==> config.mk <==
export PLATFORM = sky130hd
export DESIGN_NAME = ws2812_axil_slave
export DESIGN_NICKNAME = d
export VERILOG_FILES = /design/src/rtl/ws2812_axil_slave.sv
export SDC_FILE = /design/constraint.sdc
export NUM_CORES = 2
export LEC_CHECK = 0
export CORE_AREA = 2 2 434 436
export CTS_BUF_LIST = sky130_fd_sc_hd__clkbuf_16
export DETAILED_ROUTE_END_ITERATION = 8
export DIE_AREA = 0 0 436 438
export PLACE_DENSITY_LB_ADDON = 0.3
export RECOVER_POWER = 100
export SYNTH_ARGS = -nofsm -noshare
export SYNTH_HDL_FRONTEND = slang
export SYNTH_SLANG_ARGS = --single-unit
==> constraint.sdc <==
create_clock -name S_AXI_ACLK -period 2.35 [get_ports S_AXI_ACLK]
set_input_delay 0.3525 -clock S_AXI_ACLK [delete_from_list [all_inputs] [get_ports S_AXI_ACLK]]
set_output_delay 0.3525 -clock S_AXI_ACLK [all_outputs]
set_load 0.005 [all_outputs]
==> src/rtl/ws2812_axil_slave.sv <==
// AXI4-Lite register slave for the WS2812 matrix: CTRL/STATUS registers,
// a GRB pixel buffer with a second synchronous read port for the serial
// transmitter, and the transmitter start pulse.
module ws2812_axil_slave #(
    parameter int unsigned C_S_AXI_DATA_WIDTH = 32,
    parameter int unsigned C_S_AXI_ADDR_WIDTH = 9,
    parameter int unsigned C_NUM_PIXELS       = 64
) (
    input  logic                            S_AXI_ACLK,
    input  logic                            S_AXI_ARESETN,
    input  logic [C_S_AXI_ADDR_WIDTH-1:0]   S_AXI_AWADDR,
    input  logic [2:0]                      S_AXI_AWPROT,
    input  logic                            S_AXI_AWVALID,
    output logic                            S_AXI_AWREADY,
    input  logic [C_S_AXI_DATA_WIDTH-1:0]   S_AXI_WDATA,
    input  logic [C_S_AXI_DATA_WIDTH/8-1:0] S_AXI_WSTRB,
    input  logic                            S_AXI_WVALID,
    output logic                            S_AXI_WREADY,
    output logic [1:0]                      S_AXI_BRESP,
    output logic                            S_AXI_BVALID,
    input  logic                            S_AXI_BREADY,
    input  logic [C_S_AXI_ADDR_WIDTH-1:0]   S_AXI_ARADDR,
    input  logic [2:0]                      S_AXI_ARPROT,
    input  logic                            S_AXI_ARVALID,
    output logic                            S_AXI_ARREADY,
    output logic [C_S_AXI_DATA_WIDTH-1:0]   S_AXI_RDATA,
    output logic [1:0]                      S_AXI_RRESP,
    output logic                            S_AXI_RVALID,
    input  logic                            S_AXI_RREADY,
    input  logic [5:0]                      px_addr,
    output logic [23:0]                     px_data,
    input  logic                            tx_busy,
    output logic                            tx_start,
    output logic [7:0]                      tx_len
);

    localparam int unsigned AW     = C_S_AXI_ADDR_WIDTH;
    localparam int unsigned DW     = C_S_AXI_DATA_WIDTH;
    localparam int unsigned PIX_AW = $clog2(C_NUM_PIXELS);

    localparam logic [1:0] RESP_OKAY   = 2'b00;
    localparam logic [1:0] RESP_SLVERR = 2'b10;

    typedef enum logic [1:0] {SEL_NONE, SEL_CTRL, SEL_STATUS, SEL_PIXEL} sel_t;
    typedef enum logic {W_IDLE, W_RESP} w_state_t;
    typedef enum logic {R_IDLE, R_DATA} r_state_t;

    w_state_t w_state, w_next;
    r_state_t r_state, r_next;
    logic     w_fire, r_fire;

    logic [7:0]        ctrl_len;
    logic [1:0]        busy_sync;
    logic [23:0]       pix_mem [C_NUM_PIXELS];

    sel_t              w_sel, r_sel;
    logic [PIX_AW-1:0] w_idx, r_idx;

    // Map a byte address onto a register select; byte lanes addr[1:0] are ignored.
    function automatic sel_t decode(input logic [AW-1:0] a);
        logic [6:0] pix_hi;
        sel_t       s;
        pix_hi = 7'({1'b0, a[7:2]} >> PIX_AW);
        s = SEL_NONE;
        if (a[8:2] == 7'd0)
            s = SEL_CTRL;
        else if (a[8:2] == 7'd1)
            s = SEL_STATUS;
        else if (a[8] && (pix_hi == 7'd0))
            s = SEL_PIXEL;
        return s;
    endfunction

    assign w_sel  = decode(S_AXI_AWADDR);
    assign r_sel  = decode(S_AXI_ARADDR);
    assign w_idx  = S_AXI_AWADDR[2 +: PIX_AW];
    assign r_idx  = S_AXI_ARADDR[2 +: PIX_AW];
    assign tx_len = ctrl_len;

    // Write FSM state register.
    always_ff @(posedge S_AXI_ACLK or negedge S_AXI_ARESETN) begin
        if (!S_AXI_ARESETN)
            w_state <= W_IDLE;
        else
            w_state <= w_next;
    end

    // Write FSM: AW and W are only ever accepted together, then hold B until taken.
    always_comb begin
        w_next        = w_state;
        w_fire        = 1'b0;
        S_AXI_AWREADY = 1'b0;
        S_AXI_WREADY  = 1'b0;
        S_AXI_BVALID  = 1'b0;
        case (w_state)
            W_IDLE: begin
                if (S_AXI_AWVALID && S_AXI_WVALID) begin
                    S_AXI_AWREADY = 1'b1;
                    S_AXI_WREADY  = 1'b1;
                    w_fire        = 1'b1;
                    w_next        = W_RESP;
                end
            end
            W_RESP: begin
                S_AXI_BVALID = 1'b1;
                if (S_AXI_BREADY)
                    w_next = W_IDLE;
            end
        endcase
    end

    // Read FSM state register.
    always_ff @(posedge S_AXI_ACLK or negedge S_AXI_ARESETN) begin
        if (!S_AXI_ARESETN)
            r_state <= R_IDLE;
        else
            r_state <= r_next;
    end

    // Read FSM: one-cycle ARREADY in idle, then hold R until taken.
    always_comb begin
        r_next        = r_state;
        r_fire        = 1'b0;
        S_AXI_ARREADY = 1'b0;
        S_AXI_RVALID  = 1'b0;
        case (r_state)
            R_IDLE: begin
                if (S_AXI_ARVALID) begin
                    S_AXI_ARREADY = 1'b1;
                    r_fire        = 1'b1;
                    r_next        = R_DATA;
                end
            end
            R_DATA: begin
                S_AXI_RVALID = 1'b1;
                if (S_AXI_RREADY)
                    r_next = R_IDLE;
            end
        endcase
    end

    // Register-side write commit: CTRL.LEN, START pulse and write response.
    always_ff @(posedge S_AXI_ACLK or negedge S_AXI_ARESETN) begin
        if (!S_AXI_ARESETN) begin
            ctrl_len    <= 8'd0;
            tx_start    <= 1'b0;
            S_AXI_BRESP <= RESP_OKAY;
        end else begin
            tx_start <= 1'b0;
            if (w_fire) begin
                S_AXI_BRESP <= (w_sel == SEL_CTRL || w_sel == SEL_PIXEL) ? RESP_OKAY : RESP_SLVERR;
                if (w_sel == SEL_CTRL) begin
                    if (S_AXI_WSTRB[1])
                        ctrl_len <= S_AXI_WDATA[15:8];
                    tx_start <= S_AXI_WSTRB[0] & S_AXI_WDATA[0];
                end
            end
        end
    end

    // Pixel buffer byte-lane writes; the RAM itself has no reset.
    always_ff @(posedge S_AXI_ACLK) begin
        if (w_fire && w_sel == SEL_PIXEL) begin
            for (int b = 0; b < 3; b++) begin
                if (S_AXI_WSTRB[b])
                    pix_mem[w_idx][8*b +: 8] <= S_AXI_WDATA[8*b +: 8];
            end
        end
    end

    // Transmitter read port, one cycle of latency.
    always_ff @(posedge S_AXI_ACLK or negedge S_AXI_ARESETN) begin
        if (!S_AXI_ARESETN)
            px_data <= 24'd0;
        else
            px_data <= pix_mem[px_addr[PIX_AW-1:0]];
    end

    // Two-flop synchroniser for the transmitter busy flag.
    always_ff @(posedge S_AXI_ACLK or negedge S_AXI_ARESETN) begin
        if (!S_AXI_ARESETN)
            busy_sync <= 2'b00;
        else
            busy_sync <= {busy_sync[0], tx_busy};
    end

    // Capture read data at the AR handshake; a same-edge write is not yet visible.
    always_ff @(posedge S_AXI_ACLK or negedge S_AXI_ARESETN) begin
        if (!S_AXI_ARESETN) begin
            S_AXI_RDATA <= '0;
            S_AXI_RRESP <= RESP_OKAY;
        end else if (r_fire) begin
            S_AXI_RRESP <= RESP_OKAY;
            case (r_sel)
                SEL_CTRL:   S_AXI_RDATA <= DW'({16'd0, ctrl_len, 8'd0});
                SEL_STATUS: S_AXI_RDATA <= DW'({31'd0, busy_sync[1]});
                SEL_PIXEL:  S_AXI_RDATA <= DW'({8'd0, pix_mem[r_idx]});
                default: begin
                    S_AXI_RDATA <= '0;
                    S_AXI_RRESP <= RESP_SLVERR;
                end
            endcase
        end
    end

    logic unused_ok;
    assign unused_ok = ^{S_AXI_AWPROT, S_AXI_ARPROT, S_AXI_AWADDR[1:0], S_AXI_ARADDR[1:0],
                         S_AXI_WDATA[31:24], S_AXI_WSTRB[3], px_addr};

endmodule

Yosys cells after proc, flatten, opt, wreduce, memory -nomap -nowiden --
Memories as Yosys holds them, arrays and structs flattened. A register that Yosys moved wholly into a read port is not among the register bits. Index checks and enable logic that the tools add are counted.
Cells by class: equal/unequal tests 7, mux-type cells 30, bitwise logic cells 3, reductions and logical operators 8
Operators by type and width (count):
- one-hot mux 24 bit (3 select lines) | 1
- 2-to-1 mux 1 bit | 19
- 2-to-1 mux 2 bit | 8
- equality test 7 x 1 -> 1 bit (second input constant) | 2
- logical NOT 7 bit | 2
- equality test 2 bit (second input constant) | 3
- equality test 2 x 1 -> 1 bit (second input constant) | 2
- one-hot mux 1 bit (2 select lines) | 2
- AND reduction 3 bit | 1
- OR reduction 3 bit | 1
- logical AND 1 bit | 2
- inverter 1 bit | 2
- bitwise AND 1 bit | 1
- logical NOT 1 bit | 1
- logical OR 1 bit | 1
Word-level totals: register bits 49, bits in writable memories 1536, bits of input ports 74, output and inout bits 74, memories 1
Memories:
- pix_mem | depth 64, width 24, read ports 2, clocked after Yosys merged registers in 1, wr ports 1, line 54 | logic [23:0] pix_mem [C_NUM_PIXELS];

Longest topological paths before layout --
word-level depth 7, mapped depth 10

Worst setup path before layout --
Ideal clock, no wire load.
path type input port to flip-flop, start point in px_addr[1], end point reg px_data[10], read port of pix_mem, library setup time 124 ps, arrival time 2356 ps, required time 2226 ps, setup slack -130 ps, stages on the path 8, path through clkbuf_1 buf_2 clkbuf_1 clkbuf_1 mux4_2 mux4_2 a22oi_1 nand2_1
RTL lines:
- from (decl) | line 30 | input logic [5:0] px_addr,
- to (decl) | line 31 | output logic [23:0] px_data,

==> impl_results.md <==
* CORE AREA at 186600 um2
* Max Clock Skew at 0.03157 ns
* PnR worst setup slack at approximately 0.0014 ns
* Clock-pin slew on the worst setup and hold paths at around 0.070 ns
* Clock latency on the worst-skew pair at between 0.8 and 0.9 ns
* Sequential Power Share at 0.491
* CP Max Fanout at 2
* Hold-critical path endpoint: px_data[0]
* Post-synthesis register bit count at about 1.6k
* Max-slew violations at between 150 and 200
* Min-delay worst type: primary input to flip-flop
* Die area at 191000 um2
* Post-synth EDFFs at between 1.5k and 2k
* Final hold violations at 0
* Largest net degree at the start of global routing at 66
* Highest clock rate at ~430 MHz
* DP Wirelength at ~170 mm
* Sw Ratio at 0.2293
* Final setup viols at 0
* CTS Buf Count at around 170
* First-pass GRT wire length at 329.6 mm
* Post-DR vias/cell at just over 6
* Reg-to-reg critical path startpoint: pix_mem[39][2]
* Top-area cell type share of the netlist area at 0.6229
* Ys Warns at 0
* Req. time, crit path at just over 3 ns
* Cell variety after synth at between 50 and 60
* Max-Cap Viols at 5
* DRC at 0
* Slew @ Worst Pin at 1.851 ns
* WS Path Type: flip-flop to flip-flop
* Unrepaired setup endpoints after global routing: false
* Yosys top cell by area: edfxtp_1
* Synth Instances at 3655
* Final Cycle Share at 0.9994
* Post-layout min period at approximately 2.3 ns
* Crit. End Element: flip-flop
* CTS Root Cell: clkbuf_16
* Hold_sp: px_addr[2]
* Worst rel slew slack at -0.2338
* # rows at 159
* Worst reg-to-reg path cell count at 6
* Net switching power at 14790 uW
* Vias in the first global route at between 40k and 50k
* Nets@finish at between 4k and 5k
* Die Ht at 438 um
* GRT Total Usage at 0.2443
* RePlAce Congestion at 0.9200
* DR vias at about 43k
* Top cells by area, synth: edfxtp_1 62%, mux4_2 26%, dfrtp_1 2.1%, mux2i_1 1.9%, nor2_1 1.2%
* Routed WL at 234.7 mm
* Area grow syn2layout at 19.47%
* Clock share of power at 0.419
* P_int at slightly below 50000 uW
* CP startpoint kind: flip-flop
* H-tree depth at 4
* Pre-CTS setup slack at -1.015 ns
* Clock tree buffer depth at 3
* TritonCTS clock tree: yes
* IO Pins at approximately 150
* Syn Area/Cell at a little over 20 um2
* RR Endpoint: S_AXI_RDATA[2]
* Seq/Total Area, Yosys at 0.6441
* Wire per inst at about 33 um
* Total iterations of the first detailed-routing run at 6
* Lkg Pwr at around 0.03 uW
* Setup_tns at 0 ns
* Layout Utilization at 0.4741
* Grt total ovfl at 0
* Worst reg-to-reg setup slack at 0.001 ns
* P per Cell Area at around 730 nW/um2
* Combinational share of power at 0.090
* Port bufs at ~120
* Width of the chip at 436 um
* Clock sink count at approximately 1.6k
* Hold slack at approximately 0.08 ns
* Peak VDD IR at approximately 0.6 mV
* Cell area after synthesis at 74050 um2
* Worst hold path cell count at 4
* Layout cells sized above 1 at 0.4057
* Initial antenna violation count at 14
* Final ANT Viol Nets at 0
* Starting Density at 0.3968
* Starting DRC count in detailed routing at 5840
* Failing checks: max-capacitance violations, max-slew violations
* Post-synth ARST share at 0.03940
* Critical Path AT at 3.05 ns
* Status: finished, violations left
* Synth Flop Type: edfxtp_1
-- what timing repair did --
action	CTS	global route
hold buffers	5	0
pin swaps	1	0
endpoints found under the setup margin	12	4
gates resized for setup	13	5
buffers inserted	1	0
hold endpoints to repair	63	0
-- logic make-up after synthesis --
kind of cell	synth area share
flops	0.6441
mux	0.2847
simple gates	0.02888
buf+inv	0.02002
compound gates	0.02218
other cells	0.00005064
-- layer usage --
layer / vias to the layer above / routed length, um / global-route usage
met4: 6 / 10160 / 0.08969
met5: - / 42 / 0
met1: 23150 / 91570 / 0.3318
met2: 2381 / 111600 / 0.3907
li1: 17180 / - / -
met3: 412 / 21330 / 0.05171
-- worst max path at each step --
stage	startpoint	end	depth (start not counted)
after floorplan	px_addr[0]	px_data[14]	8
after global placement	S_AXI_ARADDR[2]	S_AXI_RDATA[21]	10
after detailed placement	S_AXI_ARADDR[2]	S_AXI_RDATA[21]	10
after CTS	w_state	S_AXI_AWREADY	4
after global routing	w_state	S_AXI_AWREADY	4
final	pix_mem[39][2]	S_AXI_RDATA[2]	6
-- critical path: stages (launching register included) --
cell and delay, ns:
edfxtp_1 0.38, mux4_2 0.49, mux2i_1 0.18, nor2_1 0.13, o21ai_0 0.75, buf_4 0.23
nand4_1 0.07
-- synth_stat cells, types with 2 or more instances --
library cell  count
a211oi_1         25
nand2_1         126
nor3_1           11
o21ai_1          16
a22oi_1          23
mux2_2           47
nand3b_1          4
nor2_1          231
a22o_1           14
and3b_1           3
a221o_1           2
clkbuf_1        136
buf_1            29
o2bb2ai_1         2
o221ai_1         10
o21ai_0          18
a311oi_1          4
nand2b_1         26
and3_1            3
dfrtp_1          63
o22a_1            4
o31ai_1           6
a31oi_1           2
nand3_1          11
and2_1            3
a2111oi_0         4
nor3b_1           6
buf_2            92
nand4_1          16
nor2b_1          38
edfxtp_1       1536
mux4_2          850
o2111ai_1         3
o211ai_1         43
mux2i_1         141
a221oi_1         17
a21oi_1           7
inv_1             5
buf_4            43
buf_6             5
nor4_1            3
o41ai_1          12
o22ai_1           6
-- layout make-up --
type | instances | area [um2]
fillers | 15640 | 98140
flip-flops and latches | 1599 | 47700
multi-input cells | 1754 | 24960
repair buffers | 831 | 7029
clock buffers | 175 | 4379
well taps | 2495 | 3122
clock inverters | 147 | 1245
inverters | 5 | 18.77
diodes | 5 | 12.51
-- cells in the final DEF (no fill, tap or decap), drive strengths merged, types with 12 or more instances in the layout --
master and count:
a211oi 25, a221oi 17, a22o 14, a22oi 23
buf 470, bufinv 18, clkbuf 447, clkdlybuf4s50 26
clkinv 80, dfrtp 63, dlygate4sd3 60, edfxtp 1536
inv 50, mux2 47, mux2i 141, mux4 850
nand2 126, nand2b 26, nand4 16, nor2 231
nor2b 38, o211ai 43, o21ai 34, o41ai 12
-- sequential cells by signal, summed over array words and instances (netlist names) --
signal and flops:
pix_mem 1536, r_state 1, w_state 1, busy_sync 2
tx_start 1, px_data 24, S_AXI_RDATA 24, S_AXI_RRESP 1
tx_len 8, S_AXI_BRESP 1
-- power groups by stage --
stage	logic, uW	registers, uW	clock network (uW)
floorplan	2940	32100	0
global placement	5920	32200	0
detailed placement	5960	32200	0
CTS	5990	31600	27400
global route	6090	31700	28500
finish	5820	31700	27000
-- per-stage QoR --
stage	power, uW	instances	area, um2
4_1_cts	65040	7006	90270
3_5_place_dp	38200	6678	84570
3_3_place_gp	38160	6678	84570
2_1_floorplan	35030	3664	74160
5_1_grt	66230	7009	88460
6_report	64480	7011	88470
No activity file was read; power rests on OpenSTA's default activity.
